**config.mk**
```make
export PLATFORM = sky130hd
export DESIGN_NAME = timeslice_rr_arbiter
export DESIGN_NICKNAME = d
export VERILOG_FILES = /design/src/rtl/timeslice_rr_arbiter.sv
export SDC_FILE = /design/constraint.sdc
export NUM_CORES = 1
export LEC_CHECK = 0
export ABC_AREA = 1
export CAP_MARGIN = 20
export CELL_PAD_IN_SITES_DETAIL_PLACEMENT = 0
export CELL_PAD_IN_SITES_GLOBAL_PLACEMENT = 1
export CORE_ASPECT_RATIO = 1.5
export CORE_MARGIN = 2
export CORE_UTILIZATION = 26
export CTS_CLUSTER_DIAMETER = 100
export DETAILED_ROUTE_END_ITERATION = 16
export PLACE_DENSITY_LB_ADDON = 0.1
export SLEW_MARGIN = 40
export SYNTH_ARGS = -nofsm -noshare
export SYNTH_HDL_FRONTEND = slang
export SYNTH_SLANG_ARGS = --single-unit
```
**constraint.sdc**
```tcl
create_clock -name i_clk -period 4.1 [get_ports i_clk]
set_input_delay 0.41 -clock i_clk [delete_from_list [all_inputs] [get_ports i_clk]]
set_output_delay 0.41 -clock i_clk [all_outputs]
set_load 0.1 [all_outputs]
```
**src/rtl/timeslice_rr_arbiter.sv**
```systemverilog
// -----------------------------------------------------------------------------
// timeslice_rr_arbiter
//
// Round-robin arbiter that grants the shared resource for a time slice of
// k cycles.  The slice length is sampled from i_k when a grant starts.  A
// slice ends early when the grantee drops its request.  At every slice end
// the next requester in round-robin order is granted on the same edge, so no
// idle cycle appears between grants.
//
// Ports
//   i_clk        clock, all state changes on the rising edge
//   i_reset      synchronous active-high reset
//   i_k          slice length in cycles (0 behaves as 1), sampled at grant start
//   i_req        request vector, bit i belongs to requester i
//   o_grant      one-hot grant, all-zero when idle (registered)
//   o_busy       high whenever o_grant is non-zero (registered)
//   o_slice_end  high during the final cycle of a slice (registered)
// -----------------------------------------------------------------------------
module timeslice_rr_arbiter #(
   parameter int N = 4,
   parameter int W = 3
) (
   input  logic         i_clk,
   input  logic         i_reset,
   input  logic [W-1:0] i_k,
   input  logic [N-1:0] i_req,
   output logic [N-1:0] o_grant,
   output logic         o_busy,
   output logic         o_slice_end
);

   localparam int LW = (N > 1) ? $clog2(N) : 1;

   typedef enum logic {
      IDLE,
      GRANT
   } state_t;

   state_t         state;
   state_t         state_nxt;
   logic [W-1:0]   cnt;
   logic [W-1:0]   cnt_nxt;
   logic [W-1:0]   k_lat;
   logic [W-1:0]   k_lat_nxt;
   logic [LW-1:0]  last;
   logic [LW-1:0]  last_nxt;
   logic [LW-1:0]  winner;
   logic           found;
   logic           holder_req;
   logic           slice_over;
   logic           take_new;
   logic [N-1:0]   grant_nxt;

   // Round-robin search: start just after the most recent grantee and wrap
   // around so that the most recent grantee itself is the last candidate.
   always_comb begin : winner_search
      int idx;
      winner = last;
      found  = 1'b0;
      idx    = 0;
      for (int off = 1; off <= N; off++) begin
         idx = int'(last) + off;
         if (idx >= N) begin
            idx = idx - N;
         end
         if (!found && i_req[idx]) begin
            winner = LW'(idx);
            found  = 1'b1;
         end
      end
   end

   // The registered one-hot grant identifies the current holder, so masking
   // the request vector with it tells whether the holder still wants the
   // resource.  A dropped request ends the slice regardless of the counter.
   // In IDLE the grant is zero, so a new arbitration is always allowed.
   always_comb begin
      holder_req = |(i_req & o_grant);
      slice_over = !holder_req || (cnt == (k_lat - W'(1)));
      take_new   = (state == IDLE) || slice_over;

      state_nxt  = state;
      grant_nxt  = o_grant;
      cnt_nxt    = cnt + W'(1);
      k_lat_nxt  = k_lat;
      last_nxt   = last;

      if (take_new) begin
         cnt_nxt = '0;
         if (found) begin
            state_nxt = GRANT;
            grant_nxt = {{(N-1){1'b0}}, 1'b1} << winner;
            k_lat_nxt = (i_k == '0) ? W'(1) : i_k;
            last_nxt  = winner;
         end else begin
            state_nxt = IDLE;
            grant_nxt = '0;
         end
      end
   end

   // All outputs are registered.  o_slice_end is raised on the edge that
   // enters the final cycle of a slice, so it is high throughout that cycle.
   // Entering that cycle implies the holder was still requesting at the edge.
   // A one-cycle slice enters its final cycle at the granting edge itself.
   always_ff @(posedge i_clk) begin
      if (i_reset) begin
         state       <= IDLE;
         cnt         <= '0;
         k_lat       <= W'(1);
         last        <= LW'(N - 1);
         o_grant     <= '0;
         o_busy      <= 1'b0;
         o_slice_end <= 1'b0;
      end else begin
         state       <= state_nxt;
         cnt         <= cnt_nxt;
         k_lat       <= k_lat_nxt;
         last        <= last_nxt;
         o_grant     <= grant_nxt;
         o_busy      <= |grant_nxt;
         o_slice_end <= (state_nxt == GRANT) && (cnt_nxt == (k_lat_nxt - W'(1)));
      end
   end

endmodule

```
* Word-level counts from Yosys, hierarchy flattened *
Index checks and enable logic that the tools add are counted.
Widths: inputs -> output; s select.

operators by class
  add/sub/neg operators = 11
  multiply operators = 0
  divide/modulo/power cells = 0
  $lt $le $gt $ge = 8
  eq/ne operators = 2
  shifts and indexed selects = 1
  mux-type cells = 32
  bitwise gates (word level) = 2
  reductions and logical operators = 14

operators with widths
  kind                 count
  $lt 32x4->1 const B  4
  $mux 32              4
  $mux 1               14
  $mux 3               4
  $sub 3x3->4 const B  3
  $ge 3x3->1 const B   3
  $bmux 1 s2           4
  $mux 2               4
  $mux 4               2
  $reduce_or 4->1      2
  $add 2x2->3 const B  2
  $eq 3x3->1           2
  $sub 3x1->3 const B  2
  $sub 4x3->5 const B  1
  $add 2x3->4 const B  1
  $and 4x4->4          1
  $ge 4x3->1 const B   1
  $logic_and 1x1->1    4
  $logic_not 1->1      4
  $shl 1x2->4 const A  1
  $add 2x1->3 const B  1
  $add 3x1->3 const B  1
  $logic_not 3->1      1
  $logic_or 1x1->1     2
  other kinds (2)      2

storage, ports and cells
  register bits = 15
  bits in latches = 0
  RAM bits = 0
  bits in read-only memories = 0
  input bits = 9
  output and inout port bits = 6
  memories = 0

* Logic depth before layout (Yosys ltp) *
  word-level depth = 21
  depth in mapped cells = 16

* Worst setup path after synthesis *
No wires, ideal clock.

  path kind = flip-flop to flip-flop
  start = register o_grant[3]
  end = register o_slice_end
  arrival time = 1.945 ns
  setup slack = 2.045 ns
  stages on the path, launching flop included = 13
  path buffers = 0
  clock period less this slack = 2.055 ns
  path through = dfxtp_1 -> nand2_1 -> nand4_1 -> and2_1 -> nand2_2 -> inv_2 -> nand2_1 -> nand2_2 -> inv_2 -> nand2_1 -> nand3_1 -> nand2_1 -> nor2_1

on the way
  cells in the longest elaborated chain, start to end = 9

RTL lines
  element                 line  text
  from (decl)             27    output logic [N-1:0] o_grant,
  from (signal assigned)  120   o_grant <= grant_nxt;
  $and 4x4->4 *           78    holder_req = |(i_req & o_grant);
  $reduce_or 4->1 *       78
  $logic_not 1->1 *       79    slice_over = !holder_req || (cnt == (k_lat - W'(1)));
  $logic_or 1x1->1 *      79
  $logic_or 1x1->1 *      80    take_new = (state == IDLE) || slice_over;
  $mux 3                  88    if (take_new) begin
  $sub 3x1->3             122   o_slice_end <= (state_nxt == GRANT) && (cnt_nxt == (k_lat_nxt - W'(1)));
  $eq 3x3->1              122
  $logic_and 1x1->1 *     122
  to (signal assigned)    122
  to (decl)               29    output logic o_slice_end

Every way passes the cells marked *; elsewhere a longest branch is shown, timed or not.
A chain may end at the register's enable or synchronous reset.

* Final worst setup path *
  start = register k_lat[0]
  end = register o_slice_end

on the way
  cells in the longest elaborated chain, start to end = 8

RTL lines
  element                 line  text
  from (decl)             43    logic [W-1:0] k_lat;
  from (signal assigned)  118   k_lat <= k_lat_nxt;
  $sub 3x1->3             79
  $eq 3x3->1              79
  $logic_or 1x1->1        79
  $logic_or 1x1->1        80
  $mux 3                  88
  $sub 3x1->3             122
  $eq 3x3->1              122
  $logic_and 1x1->1 *     122

Marked as above.

==> run summary <==
final setup vio count: 0
CTS root buffer: clkbuf_8
Post-CTS Resized: 0
register area share after synthesis: 28.61%
Async S/R FF share, synth: 0%
vias in the first global route: 981
Starting DRT DRC Count: 50
Post-Syn Area: 0.001050 sq mm
Core Region: 0.003924 sq mm
antenna violations before repair: 0
final RePlAce weighted congestion: 0.8491
Clock Pin Slew Worst Setup and Hold Paths: 0.07 ns
Rows: 28
proportion of layout cells with a drive suffix above 1: 17.68%
CTS tree: built
hpwl dp: 2359 um
PortBufs: 14
Antenna Nets Post-Route: 0
worst-path maximum fanout: 9
post-layout util: 31.79%
Arrival @ worst endpoint: 2.17 ns
commonest cells in the netlist: nand2_1, inv_1, nand3_1
# H-tree levels: 1
Yosys cell types: 25
Leakage: 0.6495 nW
worst vdd ir: 0.0002546 V
Final Power: 0.0009635 W
Pwr per Cell Area: 772.4 mW/mm^2
crit path kind: register to register
outcome: finished clean
endpoints failing hold: 0
Ports: 15
Setup WS pre-CTS: 1.784 ns
P&R area growth vs syn: 18.83%
syn avg cell area: 6.362 sq um
fillers: 467
synth top area cells: dfxtp_1, nand2_1, nand3_1
Synth Net Count: 176
number of synthesized flops with an enable pin: 0
Starting Density: 26.75%
fin nets: 193
CTS Buf Count: 3
top cell type's share of synthesized area: 28.61%
Max Buffers Root-to-Sink: 2
largest area contributor in the netlist: dfxtp_1
Hold Path Class: register to register
Sink Count: 15
post-layout minimum cycle time: 2.016 ns
Layout Cells excl Fill: 226
required time worst endpoint: 4.25 ns
DRT Pass-1 Iters: 4
routed vias/inst: 4.571
Die Area: 0.004572 sq mm
Setup Buffers After CTS: 0
RSZ-0062 raised after global routing: false
most frequent cell after synthesis: nand2_1
Final TNS setup: 0 ns
Max-Cap Viols: 0
Warnings, synthesis: 0
antenna cells: 0
Total Routed Length: 2779 um
cell count after placement: 222
Overall Global Routing Usage: 13.09%
largest net degree at the start of global routing: 13
Remaining DRCs: 0
Die Width: 55.88 um
first-pass GRT wire length: 4485 um
# hold bufs at CTS: 0
Cells after Synth: 165
Vias: 1033
#FFs+latches synth: 15
worst skew pair latency: 0.25 ns
worst relative slew slack: 67.75%
Tcrit/Tclk final: 49.18%
ys flop type: dfxtp_1
GRT overflow: 0
critical path launch point type: register
wire length per cell: 12.30 um
max frequency: 495.9 MHz
Least-Margin Pin Slew: 0.4870 ns
Critical Path Sink Type: register
Vert. Die Dim: 81.82 um
setup ws final: 2.084 ns
skew final: 0.005794 ns
Final Max Tran Viols: 0
## cells by family after synthesis
family	Yosys count	share of synthesized area [%]
simple gates	104	47.56
compound gates	12	6.198
xor+xnor	4	4.053
fa+ha+maj	2	2.383
buf+inv	28	11.20
flops	15	28.61
## state kept, by name, indices dropped and copies added, names as in the netlist
| signal | count |
|---|---|
| o_slice_end | 1 |
| last | 2 |
| o_grant | 4 |
| o_busy | 1 |
| k_lat | 3 |
| state | 1 |
| cnt | 3 |
## metrics by stage
stage          area [sq um]  hold WS (ns)
4_1_cts                1247        0.4939
6_report               1247        0.4907
2_1_floorplan          1050        0.5097
3_5_place_dp           1201        0.4840
3_3_place_gp           1231        0.4906
5_1_grt                1247        0.5327
## power by group
group / total (W) / internal (W) / leakage [nW] / switching [W]
Sequential: 0.000217 / 0.000182 / 0.124 / 0.0000347
Combinational: 0.000625 / 0.000185 / 0.500 / 0.000441
Clock: 0.000121 / 0.0000672 / 0.0255 / 0.0000539
## path summary, 6_finish.rpt
| kind | from | to | slack, ns | depth (start not counted) |
|---|---|---|---|---|
| max | k_lat[0] | o_slice_end | 2.08 | 14 |
| min | o_grant[2] | o_grant[2] | 0.49 | 2 |
| min reg2reg | o_grant[2] | o_grant[2] | 0.49 | 2 |
| max reg2reg | k_lat[0] | o_slice_end | 2.08 | 14 |
## metal layers
layer | GRT usage, % | wire [um] | vias up
li1 | - | - | 542
met1 | 12.13 | 994 | 463
met2 | 26.90 | 1632 | 22
met3 | 2.047 | 77 | 6
met4 | 7.143 | 75 | 0
met5 | 0 | 0 | -
## worst max-delay path, cell delays in order, from the launching register on
cell and delay (ns):
dfxtp_1 0.40, inv_1 0.09, ha_1 0.31, xnor2_1 0.15, nor2_1 0.05, nand3_1 0.11
nand2_2 0.12, inv_2 0.15, nand2_1 0.10, nand2_2 0.11, inv_2 0.06, nand2_1 0.09
nand3_1 0.07, nand2_1 0.07, nor2_1 0.04
## cell type report
class / count / area [sq um] / area share [%]
Tap cell: 45 / 56.30 / 4.514
Clock buffer: 3 / 41.29 / 3.310
Sequential cell: 15 / 300.3 / 24.07
Inverter: 26 / 102.6 / 8.225
Multi-Input combinational cell: 122 / 631.9 / 50.65
Clock inverter: 1 / 5.005 / 0.4012
Timing Repair Buffer: 14 / 110.1 / 8.826
## cell usage in the layout, fill, tap and decap left out
cell and count:
nand2_1 57, inv_1 21, nand3_1 18, dfxtp_1 15, nor2_1 10, nand2_2 9
clkdlybuf4s50_1 8, a21oi_1 6, buf_2 6, inv_2 4, xnor2_1 3, clkbuf_8 3
nand2_4 2, o211ai_1 2, o21ai_0 2, o21ai_1 2, nand4_1 2, ha_1 2
inv_6 1, nor2_8 1, xor2_2 1, nand3_4 1, and2_1 1, nor2_2 1
nand3_2 1, or2_2 1, clkinv_2 1
Power figures use the tool's default switching activity.
==> RTL change 1: new RTL, same flow settings <==
`W`: 3 -> 2.
--- a/src/rtl/timeslice_rr_arbiter.sv
+++ b/src/rtl/timeslice_rr_arbiter.sv
@@ -18,7 +18,7 @@
 // -----------------------------------------------------------------------------
 module timeslice_rr_arbiter #(
    parameter int N = 4,
-   parameter int W = 3
+   parameter int W = 2
 ) (
    input  logic         i_clk,
    input  logic         i_reset,
Interface: changed (resized i_k); port bits go from 15 to 14. No check against the original RTL was run, so the function may have changed too.
==> RTL change 1 against the original RTL <==
- sequential share of layout area increased by 0.57 points
- setup slack improved by 0.084 ns
- synthesized cell count decreased by 24%
- non-clock buffer count down 1
- synthesized area is 17% lower
- global-route usage rose by 0.88 points
- cell area is 15% lower
- via count shrank 21%
- total power decreased by 10%
- critical path depth fell by 2
- count of clock-buffer cells in the layout up 1
- wire length fell by 20%
- sequential cell count decreased by 2
- core utilization increased by 1.3 points
==> RTL change 1: results (changes against the original RTL) <==
metric,value,unit,change
clk_pin_slew_worst_paths,0.05,ns,was 0.07 ns
grtUsageMet3,1.59,%,was 2.05%
grt_pass1_wl,3.97,mm,was 4.49 mm
use_met1,13.3,%,was 12.1%
place_inst,177,,was 222
grt_max_degree,10,,was 13
drive_above_1_share,24.8,%,was 17.7%
synthesis.nets,134,,was 176
synth_area_leaders,"dfxtp_1, nand2_1, nand2_4",,"was dfxtp_1, nand2_1, nand3_1"
pre_cts_ws,1.92,ns,was 1.78 ns
initialDrtViolationCount,27,,was 50
crit-reg2reg-launch,last[0]$_SDFFE_PP1P_,,was k_lat[0]$_SDFF_PP1_
viasPerCell,4.52,,was 4.57
nets,150,,was 193
peakVddDrop,0.299,mV,was 0.255 mV
finalClockSkew,0.000574,ns,was 0.00579 ns
wl_per_cell,12.3,µm,about the same
track_usage,14.0,%,was 13.1%
outcome,"complete, no violations",,unchanged
crit_fanout,3,,was 9
portBuffers,13,,was 14
grt_pass1_vias,872,,was 981
slowest_delay,0.51,ns,was 0.40 ns
crit_slowest_cell,clkdlybuf4s50_1,,was dfxtp_1
num-fill-cells,393,,was 467
ys_seq_area_share,29.7,%,was 28.6%
synth.distinct_cells,27,,was 25
RTL change 1: changes by cell type in the layout (fill, tap and decap cells not counted), moves of 3 or more:
cell / delta
nor2_1: -4
inv_1: -8
nand2_1: -18
xor2_1: +3
nand2_2: -3
nand3_1: -12
a21oi_2: +3
nand2_4: +5
RTL change 1: cell type report:
type | count | area share [%]
Clock buffer | 4 | 4.27
Inverter | 16 | 6.16
Multi-Input combinational cell | 95 | 50.7
Sequential cell | 13 | 24.6
Tap cell | 40 | 4.74
Timing Repair Buffer | 13 | 9.48
RTL change 1: metal layers:
metal	wire [µm]	vias up
met3	57	2
met1	787	379
met5	0	-
li1	-	428
met2	1350	9
met4	27	0
RTL change 1: stage by stage:
stage                     utilization [%]  area [µm²]  hold WS, ns
final                                33.1        1060        0.485
after global routing                 33.1        1060        0.521
after CTS                            33.1        1060        0.486
after detailed placement             31.7        1010        0.476
after global placement               32.6        1040        0.473
after floorplan                         -         876        0.483
RTL change 1: logic make-up after synthesis:
family,count (synthesis),synth area share (%)
xor gates and xnor gates,4,4.00
DFF,13,29.7
buffers and inverters,18,9.14
AOI/OAI and AO/OA,16,11.0
and+or+nand+nor,75,46.1
RTL change 1: final timing paths:
path,end,slack (ns),cells past startpoint
max,o_slice_end$_SDFF_PP0_,2.17,12
min,o_grant[2]$_SDFF_PP0_,0.49,2
max reg2reg,o_slice_end$_SDFF_PP0_,2.23,11
min reg2reg,o_grant[2]$_SDFF_PP0_,0.49,2
RTL change 1: worst reg2reg max path, delay by kind of cell (launching register included):
family	cells	cell delay (ns)
DFF	1	0.58
and+or+nand+nor	11	1.20
RTL change 1: power breakdown:
group	switching, µW	total [µW]	internal, µW
Sequential	34.4	192	158
Clock	44.8	113	68.6
Combinational	389	557	169
==> RTL change 2: new RTL, same settings <==
Without the edit above. Make the reset (`i_reset`) asynchronous in one clocked block. Comments in the files are not updated.
--- a/src/rtl/timeslice_rr_arbiter.sv
+++ b/src/rtl/timeslice_rr_arbiter.sv
@@ -103,7 +103,7 @@
    // enters the final cycle of a slice, so it is high throughout that cycle.
    // Entering that cycle implies the holder was still requesting at the edge.
    // A one-cycle slice enters its final cycle at the granting edge itself.
-   always_ff @(posedge i_clk) begin
+   always_ff @(posedge i_clk or posedge i_reset) begin
       if (i_reset) begin
          state       <= IDLE;
          cnt         <= '0;
Behaviour: differs if i_reset is asserted again (counterexample within 4 cycles, from zero or initial values and one cycle with i_reset high); with i_reset held inactive, the same outputs for 10 cycles.
==> RTL change 2 against the original RTL <==
- synthesized cell count decreased by 13%
- synthesized area increased by 0.36%
- sequential cell count unchanged
- critical endpoint is now o_slice_end$_DFF_PP0_
- cell area increased by 0.50%
- setup slack got worse by 0.20 ns
- sequential share of layout area increased by 6.2 points
- global-route usage decreased by 0.56 points
- highest routed layer unchanged
- wire length decreased by 5.3%
Power is not shown: default switching activity piles up to over one toggle a cycle in this logic, so the estimate is an artifact.
==> RTL change 2: results (changes against the original RTL) <==
metric,value,unit,change
outcome,"complete, no violations",,unchanged
slew-limit-headroom,60.7,%,was 67.8%
grtUsageMet3,1.26,%,was 2.05%
ys_seq_area_share,36.0,%,was 28.6%
use_met1,13.1,%,was 12.1%
grt_pass1_vias,978,,was 981
initialDrtViolationCount,22,,was 50
viasPerCell,4.60,,was 4.57
grt_pass1_wl,4.42,mm,was 4.49 mm
finalClockSkew,0.00327,ns,was 0.00579 ns
grt_max_degree,16,,was 13
dp_hpwl,2.19,mm,was 2.36 mm
track_usage,12.5,%,was 13.1%
rrSetupSlack,1.89,ns,was 2.08 ns
wl_met2,1.49,mm,was 1.63 mm
m1WireLength,1.06,mm,was 994 µm
gr-usage-met2,25.2,%,was 26.9%
r2r_cells,13,,was 14
holdWs,0.519,ns,was 0.491 ns
wl_met3,44,µm,was 77 µm
crit_slowest_cell,dfstp_2,,was dfxtp_1
hp-class,in2async,,was reg2reg
wl_per_cell,12.8,µm,was 12.3 µm
synthesis.nets,154,,was 176
dr.pass1.iters,6,,was 4
synth_area_leaders,"dfrtp_1, nand2_1, dfstp_2",,"was dfxtp_1, nand2_1, nand3_1"
## RTL change 2: cell families (layout without fill, tap and decap cells)
group,after synthesis,after routing,share of synthesized area (%)
AO/OA/AOI/OAI,14,14,7.48
XOR/XNOR,6,6,4.99
adder cells (fa/ha/maj),2,2,2.37
buffers and inverters,25,42,9.86
flip-flops,15,15,36.0
AND/OR/NAND/NOR,81,81,39.3
## RTL change 2: per-stage QoR
stage / std cells / worst slack [ns] / utilization [%] / cell area [µm²]
after global routing: 205 / 1.69 / 32.0 / 1250
after global placement: 201 / 1.84 / 31.6 / 1240
after detailed placement: 201 / 1.80 / 30.8 / 1210
after floorplan: 143 / 2.02 / - / 1050
final: 205 / 1.89 / 32.0 / 1250
after CTS: 205 / 1.83 / 32.0 / 1250
## RTL change 2: area by class of cell
class	instances	area (µm²)
inverters	24	92.6
multi-input cells	103	571
repair buffers	14	110
fillers	448	2670
well taps	45	56.3
clock buffers	4	45.0
flip-flops and latches	15	379
